**src/rtl/serial_word_rx_pkg.sv**
```systemverilog
// Shared types and constants for the serial word receiver.
package serial_word_rx_pkg;

  typedef enum logic [2:0] {
    IDLE   = 3'd0,
    DATA   = 3'd1,
    PARITY = 3'd2,
    STOP   = 3'd3,
    BREAK  = 3'd4
  } state_t;

  localparam logic DIR_MSB_FIRST = 1'b0;
  localparam logic DIR_LSB_FIRST = 1'b1;

  // Bit counter width able to hold 0..w-1 (at least one bit).
  function automatic int unsigned cnt_width(input int unsigned w);
    return (w <= 2) ? 1 : $clog2(w);
  endfunction

endpackage

```
**src/rtl/rx_shift_core.sv**
```systemverilog
// Direction-selectable serial-in/parallel-out register with bit counter.
// done is high while the shift in progress is the last bit of the word.
module rx_shift_core
  import serial_word_rx_pkg::*;
#(
  parameter int unsigned WIDTH = 4
) (
  input  logic             clk,
  input  logic             clr,
  input  logic             start,
  input  logic             shift,
  input  logic             dir,
  input  logic             si,
  output logic [WIDTH-1:0] data,
  output logic             done
);

  localparam int unsigned CW = cnt_width(WIDTH);

  logic [CW-1:0] cnt;

  // Clear on frame start, otherwise shift one bit per enabled cycle.
  always_ff @(posedge clk) begin
    if (!clr) begin
      data <= '0;
      cnt  <= '0;
    end else if (start) begin
      data <= '0;
      cnt  <= '0;
    end else if (shift) begin
      if (dir == DIR_LSB_FIRST) begin
        data <= {si, data[WIDTH-1:1]};
      end else begin
        data <= {data[WIDTH-2:0], si};
      end
      cnt <= cnt + 1'b1;
    end
  end

  assign done = (cnt == CW'(WIDTH - 1));

endmodule

```
**src/rtl/serial_word_rx.sv**
```systemverilog
// Receive end of the USR serial link: framed bitstream to WIDTH-bit words
// with valid/ready handoff, framing-error and overrun pulses.
// Optional parity check enabled by defining PARITY_CHECK_EN.
module serial_word_rx
  import serial_word_rx_pkg::*;
#(
  parameter int unsigned WIDTH = 4
) (
  input  logic             clk,
  input  logic             clr,
  input  logic             si,
  input  logic             dir,
  output logic [WIDTH-1:0] po,
  output logic             po_valid,
  input  logic             po_ready,
  output logic             busy,
  output logic             frame_err,
  output logic             overrun,
  output logic             parity_err
);

  state_t           state;
  logic             dir_q;
  logic             start;
  logic             shift;
  logic             done;
  logic [WIDTH-1:0] data;
  logic             word_ok;

  assign start = (state == IDLE) && !si;
  assign shift = (state == DATA);
  assign busy  = (state != IDLE);

  rx_shift_core #(.WIDTH(WIDTH)) u_core (
    .clk   (clk),
    .clr   (clr),
    .start (start),
    .shift (shift),
    .dir   (dir_q),
    .si    (si),
    .data  (data),
    .done  (done)
  );

  // Frame sequencing; direction is captured with the start bit.
  always_ff @(posedge clk) begin
    if (!clr) begin
      state <= IDLE;
      dir_q <= DIR_MSB_FIRST;
    end else begin
      case (state)
        IDLE: begin
          if (!si) begin
            state <= DATA;
            dir_q <= dir;
          end
        end
        DATA: begin
          if (done) begin
`ifdef PARITY_CHECK_EN
            state <= PARITY;
`else
            state <= STOP;
`endif
          end
        end
`ifdef PARITY_CHECK_EN
        PARITY: state <= STOP;
`endif
        STOP:    state <= si ? IDLE : BREAK;
        BREAK:   if (si) state <= IDLE;
        default: state <= IDLE;
      endcase
    end
  end

`ifdef PARITY_CHECK_EN
  logic par_acc;
  logic par_bad;

  // Even parity over data bits, then compare with the received parity bit.
  always_ff @(posedge clk) begin
    if (!clr) begin
      par_acc <= 1'b0;
      par_bad <= 1'b0;
    end else begin
      if (start) begin
        par_acc <= 1'b0;
      end else if (shift) begin
        par_acc <= par_acc ^ si;
      end
      if (state == PARITY) begin
        par_bad <= (si != par_acc);
      end
    end
  end

  assign word_ok = !par_bad;
`else
  assign word_ok    = 1'b1;
  assign parity_err = 1'b0;
`endif

  // Output holding register, handshake and one-cycle error pulses.
  // A commit on the consuming edge overrides the valid clear below it.
  always_ff @(posedge clk) begin
    if (!clr) begin
      po        <= '0;
      po_valid  <= 1'b0;
      frame_err <= 1'b0;
      overrun   <= 1'b0;
`ifdef PARITY_CHECK_EN
      parity_err <= 1'b0;
`endif
    end else begin
      frame_err <= 1'b0;
      overrun   <= 1'b0;
`ifdef PARITY_CHECK_EN
      parity_err <= 1'b0;
`endif
      if (po_valid && po_ready) begin
        po_valid <= 1'b0;
      end
      if (state == STOP) begin
        if (!si) begin
          frame_err <= 1'b1;
        end else if (!word_ok) begin
`ifdef PARITY_CHECK_EN
          parity_err <= 1'b1;
`endif
        end else if (!po_valid || po_ready) begin
          po       <= data;
          po_valid <= 1'b1;
        end else begin
          overrun <= 1'b1;
        end
      end
    end
  end

endmodule

```
**config.mk**
```make
export PLATFORM = sky130hd
export DESIGN_NAME = serial_word_rx
export DESIGN_NICKNAME = d
export VERILOG_FILES = /design/src/rtl/serial_word_rx_pkg.sv /design/src/rtl/rx_shift_core.sv /design/src/rtl/serial_word_rx.sv
export SDC_FILE = /design/constraint.sdc
export NUM_CORES = 1
export LEC_CHECK = 0
export CAP_MARGIN = 20
export CORE_UTILIZATION = 43
export DETAILED_ROUTE_END_ITERATION = 7
export GPL_TIMING_DRIVEN = 0
export PLACE_DENSITY = 0.71
export SLEW_MARGIN = 20
export SYNTH_ARGS = -nofsm -noshare
export SYNTH_HDL_FRONTEND = slang
export SYNTH_SLANG_ARGS = --single-unit
export TNS_END_PERCENT = 50
```
**constraint.sdc**
```tcl
create_clock -name clk -period 1.1 [get_ports clk]
set_input_delay 0.22 -clock clk [delete_from_list [all_inputs] [get_ports clk]]
set_output_delay 0.22 -clock clk [all_outputs]
set_load 0.05 [all_outputs]
```
**Word-level counts from Yosys, hierarchy flattened**

Index checks and enable logic that the tools add are counted.

- Output and inout port bits: 9
- Memories kept: 0
- Latch bits: 0
- Bits in read-only memories: 0
- Register bits: 17
- Memory bits (writable): 0
- Word-level logic and storage cells: 43

- Shift-type cells: 0
- Reductions and logical operators: 13
- Div/mod/pow operators: 0
- Order comparisons: 0
- Multipliers: 0
- Bitwise logic cells: 2
- $add $sub $neg: 1
- Eq/ne operators: 7
- Muxes and demuxes: 12

Operators by type and width:

| kind | count |
|---|---|
| $mux W3 | 4 |
| $pmux W3 S4 | 1 |
| $reduce_and A3 Y1 | 3 |
| $mux W1 | 6 |
| $mux W4 | 1 |
| $ne A2 B2 Y1 const B | 2 |
| $reduce_and A2 Y1 | 2 |
| $eq A3 B1 Y1 const B | 1 |
| $eq A3 B2 Y1 const B | 1 |
| $eq A3 B3 Y1 const B | 1 |
| $logic_not A3 Y1 | 1 |
| $reduce_bool A3 Y1 | 1 |
| $add A2 B1 Y2 const B | 1 |
| $eq A2 B2 Y1 const B | 1 |
| $logic_and A1 B1 Y1 | 2 |
| $logic_not A1 Y1 | 2 |
| $ne A2 B1 Y1 const B | 1 |
| $not A1 Y1 | 2 |
| $reduce_or A2 Y1 | 1 |
| $logic_or A1 B1 Y1 | 1 |

**Depth between registers and ports, before layout**

- Word-level depth: 5
- Gate-level depth with buffers: 4
- Gate-level depth less buffers: 3

**Hierarchy**

From an unflattened synthesis, not the netlist that was laid out.

- Cell total of the unflattened synthesis: 75
- Area, all modules: 721.9 um^2

Modules (own cells, without submodules):

| module | cells each | times used | area each (um^2) |
|---|---|---|---|
| serial_word_rx | 49 | 1 | 461.7 |
| rx_shift_core | 26 | 1 | 260.2 |

**Least setup slack after synthesis**

OpenSTA, ideal clock, no wires.

- Kind: reg-to-reg
- Start point: reg state[1]
- End point: reg u_core.data[0]
- Path slack: -427 ps
- Cell stages (with the launch flop): 5
- Period minus slack after synthesis: 1527 ps
- Required time: 958 ps
- Arrival time: 1385 ps
- Library setup time: 142 ps
- Cell sequence: dfxtp_1 > clkbuf_2 > or3_1 > o21ai_2 > a211oi_1

- Word-level cells in the longest chain between the ends: 3
- Elaborated cells on any way between the ends: 4
- Classes of those cells: eq/ne: 1; reduce/logical: 3

Ends and longest elaborated chain:

| item | line | source |
|---|---|---|
| start: declaration | serial_word_rx.sv:22 | `state_t state;` |
| start signal: assignment | serial_word_rx.sv:70 | `STOP: state <= si ? IDLE : BREAK;` |
| $logic_not A3 Y1 | serial_word_rx.sv:30 | `assign start = (state == IDLE) && !si;` |
| $logic_and A1 B1 Y1 | serial_word_rx.sv:30 |  |
| $reduce_or A2 Y1 (no source line) | - |  |
| end signal: assignment | rx_shift_core.sv:32 | `data <= {si, data[WIDTH-1:1]};` |
| end signal: assignment | rx_shift_core.sv:34 | `data <= {data[WIDTH-2:0], si};` |
| end: declaration | rx_shift_core.sv:14 | `output logic [WIDTH-1:0] data,` |

Several ways; a longest one is shown, not always the timed one.
A chain may end at the register's enable or synchronous reset.

**Worst setup path in the final report**

- Start point: reg state[0]
- End point: out busy

- Word-level cells in the longest chain between the ends: 1

Ends and longest elaborated chain:

| item | line | source |
|---|---|---|
| $reduce_bool A3 Y1 | serial_word_rx.sv:32 | `assign busy = (state != IDLE);` |
| end: declaration | serial_word_rx.sv:16 | `output logic busy,` |

Every way passes these cells.

==> metrics.md <==
| Metric | Value |
|---|---|
| Outcome | `finished with violations` |
| Violated checks | `negative setup slack` |
| CTS Buffer Depth | `2` |
| Core area | `0.00152 mm2` |
| Worst-path cell chain | `or3_4 -> buf_8` |
| Worst Hold Class | `in2reg` |
| Crit path buffers/inverters | `1` |
| Met3 Use GR | `4.26%` |
| CP required | `0.88 ns` |
| Share of cells above drive strength 1 | `33.0%` |
| Final std cells w/o fill | `116` |
| Global-route wire length before repair | `2.11 mm` |
| Clock Latency Late Sink | `0.29 ns` |
| Area grow syn2layout | `38.6%` |
| Vias | `597` |
| CP Capture Type | `output pin` |
| Final clock skew | `0.00538 ns` |
| Yosys reg bits | `17` |
| Met2 Use GR | `22.4%` |
| Die Y | `42.7 um` |
| Yosys Warn Count | `0` |
| Die Area | `0.00182 mm2` |
| Syn Nets | `83` |
| DR pass1 iterations | `4` |
| DP HPWL | `864 um` |
| Remaining DRCs | `0` |
| Slowest stage delay, CP | `0.39 ns` |
| Area after DPL | `872 um2` |
| GR Layer Usage met1 | `19.9%` |
| Initial core utilization | `46.6%` |
| Die X | `42.7 um` |
| Lkg Pwr | `0.383 nW` |
| Reg clk slew, reported paths | `0.10 ns` |
| RePlAce Congestion | `0.736` |
| Busiest grt layer | `met2` |
| Worst VDD drop | `0.000890 V` |
| GRT Residual Overflow | `0` |
| Fillcell total | `132` |
| Number of H-tree levels | `1` |
| Final instance area | `985 um2` |
| Register area share after synthesis | `47.9%` |
| Mapped Cells | `77` |
| Root Driver | `clkbuf_4` |
| Setup TNS Final | `-1.56 ns` |
| Cts bufs inserted | `3` |
| Row cnt | `14` |
| RSZ-0062 raised after global routing | `yes` |
| Port bufs | `12` |
| Slowest-stage cell, CP | `or3_4` |
| Number of top-level pins | `14` |
| NumNets Final | `107` |
| Synth cell types | `26` |
| Crit path max-delay family | `simple AND/OR/NAND/NOR gates` |
| Max FO, Critical Path | `2` |
| Hold Slack | `0.326 ns` |
| Antenna Cells | `0` |
| Final period utilization | `128%` |
| CTS sink cnt | `17` |
| Finish-stage setup viols | `11` |
| Drt first-iter violations | `8` |
| Setup slack after layout | `-0.306 ns` |
| Final Util | `64.6%` |
| MaxCap Viol Count | `0` |
| Pins Over Slew Limit | `0` |
| Setup WS pre-CTS | `-0.619 ns` |
| Antenna Nets Post-Route | `0` |
| Vias per std cell | `5.15` |
| Routed WL | `1.30 mm` |
| Vias in the first global route | `509` |
| Final hold violation count | `0` |
| Min cycle time layout | `1.41 ns` |
| Wire per inst | `11.2 um` |
| P per Cell Area | `1170 mW/mm2` |
| # hold bufs at CTS | `0` |
| Critical path class | `reg2out` |
| Antenna violations before repair | `0` |
| GR Util All Layers | `15.9%` |
| Syn Area/Cell | `9.23 um2` |
| Critical path arrival | `1.19 ns` |
| Placed insts | `105` |
| CP Launch Type | `register` |
| Post-Syn Area | `711 um2` |
| Largest net degree at the start of global routing | `11` |
| FMAX | `711 MHz` |
| Overall power | `1.15 mW` |
| CTS tree | `built` |
[final timing paths]
check / from / to / slack [ns] / cells after the start
setup / recovery: state[0] / busy / -0.31 / 2
hold / removal: clr / dir_q / 0.33 / 3
setup reg to reg: state[0] / u_core.cnt[1] / -0.23 / 5
hold reg to reg: po[3] / po[3] / 0.46 / 2
[power by group]
| group | total (mW) | switching (mW) | internal, mW |
|---|---|---|---|
| Sequential | 0.641 | 0.0120 | 0.629 |
| Clock | 0.335 | 0.193 | 0.141 |
| Combinational | 0.173 | 0.0878 | 0.0851 |
| Total | 1.15 | 0.293 | 0.855 |
[synth_stat cells]
library cell | n | area (um2)
dfxtp_1 | 17 | 340
nor3b_4 | 1 | 18.8
nand4b_1 | 1 | 8.76
a21boi_0 | 1 | 7.51
a21oi_1 | 2 | 10.0
nor2_1 | 10 | 37.5
o21ai_0 | 1 | 5.00
nand3b_1 | 1 | 7.51
buf_1 | 1 | 3.75
ha_1 | 1 | 12.5
a211oi_1 | 4 | 30.0
o21ai_2 | 1 | 8.76
nor2_2 | 2 | 12.5
conb_1 | 1 | 3.75
xnor2_1 | 1 | 8.76
nand3_1 | 1 | 5.00
inv_1 | 1 | 3.75
nor4_1 | 1 | 6.26
nand2b_1 | 2 | 12.5
buf_4 | 1 | 7.51
or3_1 | 1 | 6.26
nand2_1 | 13 | 48.8
nor2b_1 | 1 | 6.26
clkbuf_2 | 1 | 5.00
clkbuf_1 | 1 | 3.75
mux2i_1 | 9 | 90.1
[worst register-to-register path: cells and delay by family, from the launching register on]
family                 cells  cell delay [ns]
buffers and inverters      2             0.31
DFF                        1             0.35
muxes                      1             0.17
and+or+nand+nor            2             0.40
[what timing repair did]
| action | CTS | global route |
|---|---|---|
| buffers inserted | 4 | 4 |
| pin swaps | 4 | 5 |
| resized for setup | 56 | 12 |
| setup endpoints to repair | 23 | 19 |
[layout by cell type, fill, tap and decap left out, types with 2 or more instances in the layout]
| master | synthesis | final |
|---|---|---|
| mux2i_1 | 9 | 9 |
| buf_6 | 0 | 3 |
| nand2b_1 | 2 | 2 |
| clkdlybuf4s50_1 | 0 | 2 |
| a211oi_2 | 0 | 3 |
| nor2_1 | 10 | 10 |
| a21oi_1 | 2 | 2 |
| buf_4 | 1 | 11 |
| dfxtp_4 | 0 | 2 |
| nand2_1 | 13 | 13 |
| clkbuf_4 | 0 | 6 |
| dfxtp_1 | 17 | 14 |
[routing by layer]
metal	routed length, um	vias to the layer above
met5	0	-
met1	635	273
met3	53	4
li1	-	305
met2	582	15
met4	33	0
[cells by family after synthesis]
logic type / after synthesis / synth area share (%)
buffers and inverters: 5 / 3.34
xor gates and xnor gates: 1 / 1.23
muxes: 9 / 12.7
and+or+nand+nor: 34 / 23.9
DFF: 17 / 47.9
AOI/OAI and AO/OA: 9 / 8.63
adders and majority gates: 1 / 1.76
other: 1 / 0.528
[registers in the layout, indices dropped and copies added, names as in the netlist]
signal       flops
u_core.data      4
po_valid         1
overrun          1
state            3
po               4
frame_err        1
u_core.cnt       2
dir_q            1
[final cells by class]
class,instances,area (um2),share of cell area [%]
Clock buffer,4,26.3,2.67
Sequential cell,17,349,35.5
Buffer,3,18.8,1.91
Inverter,1,3.75,0.381
Tap cell,16,20.0,2.03
Multi-Input combinational cell,55,387,39.3
Timing Repair Buffer,20,180,18.3
No activity file was read; power rests on OpenSTA's default activity.
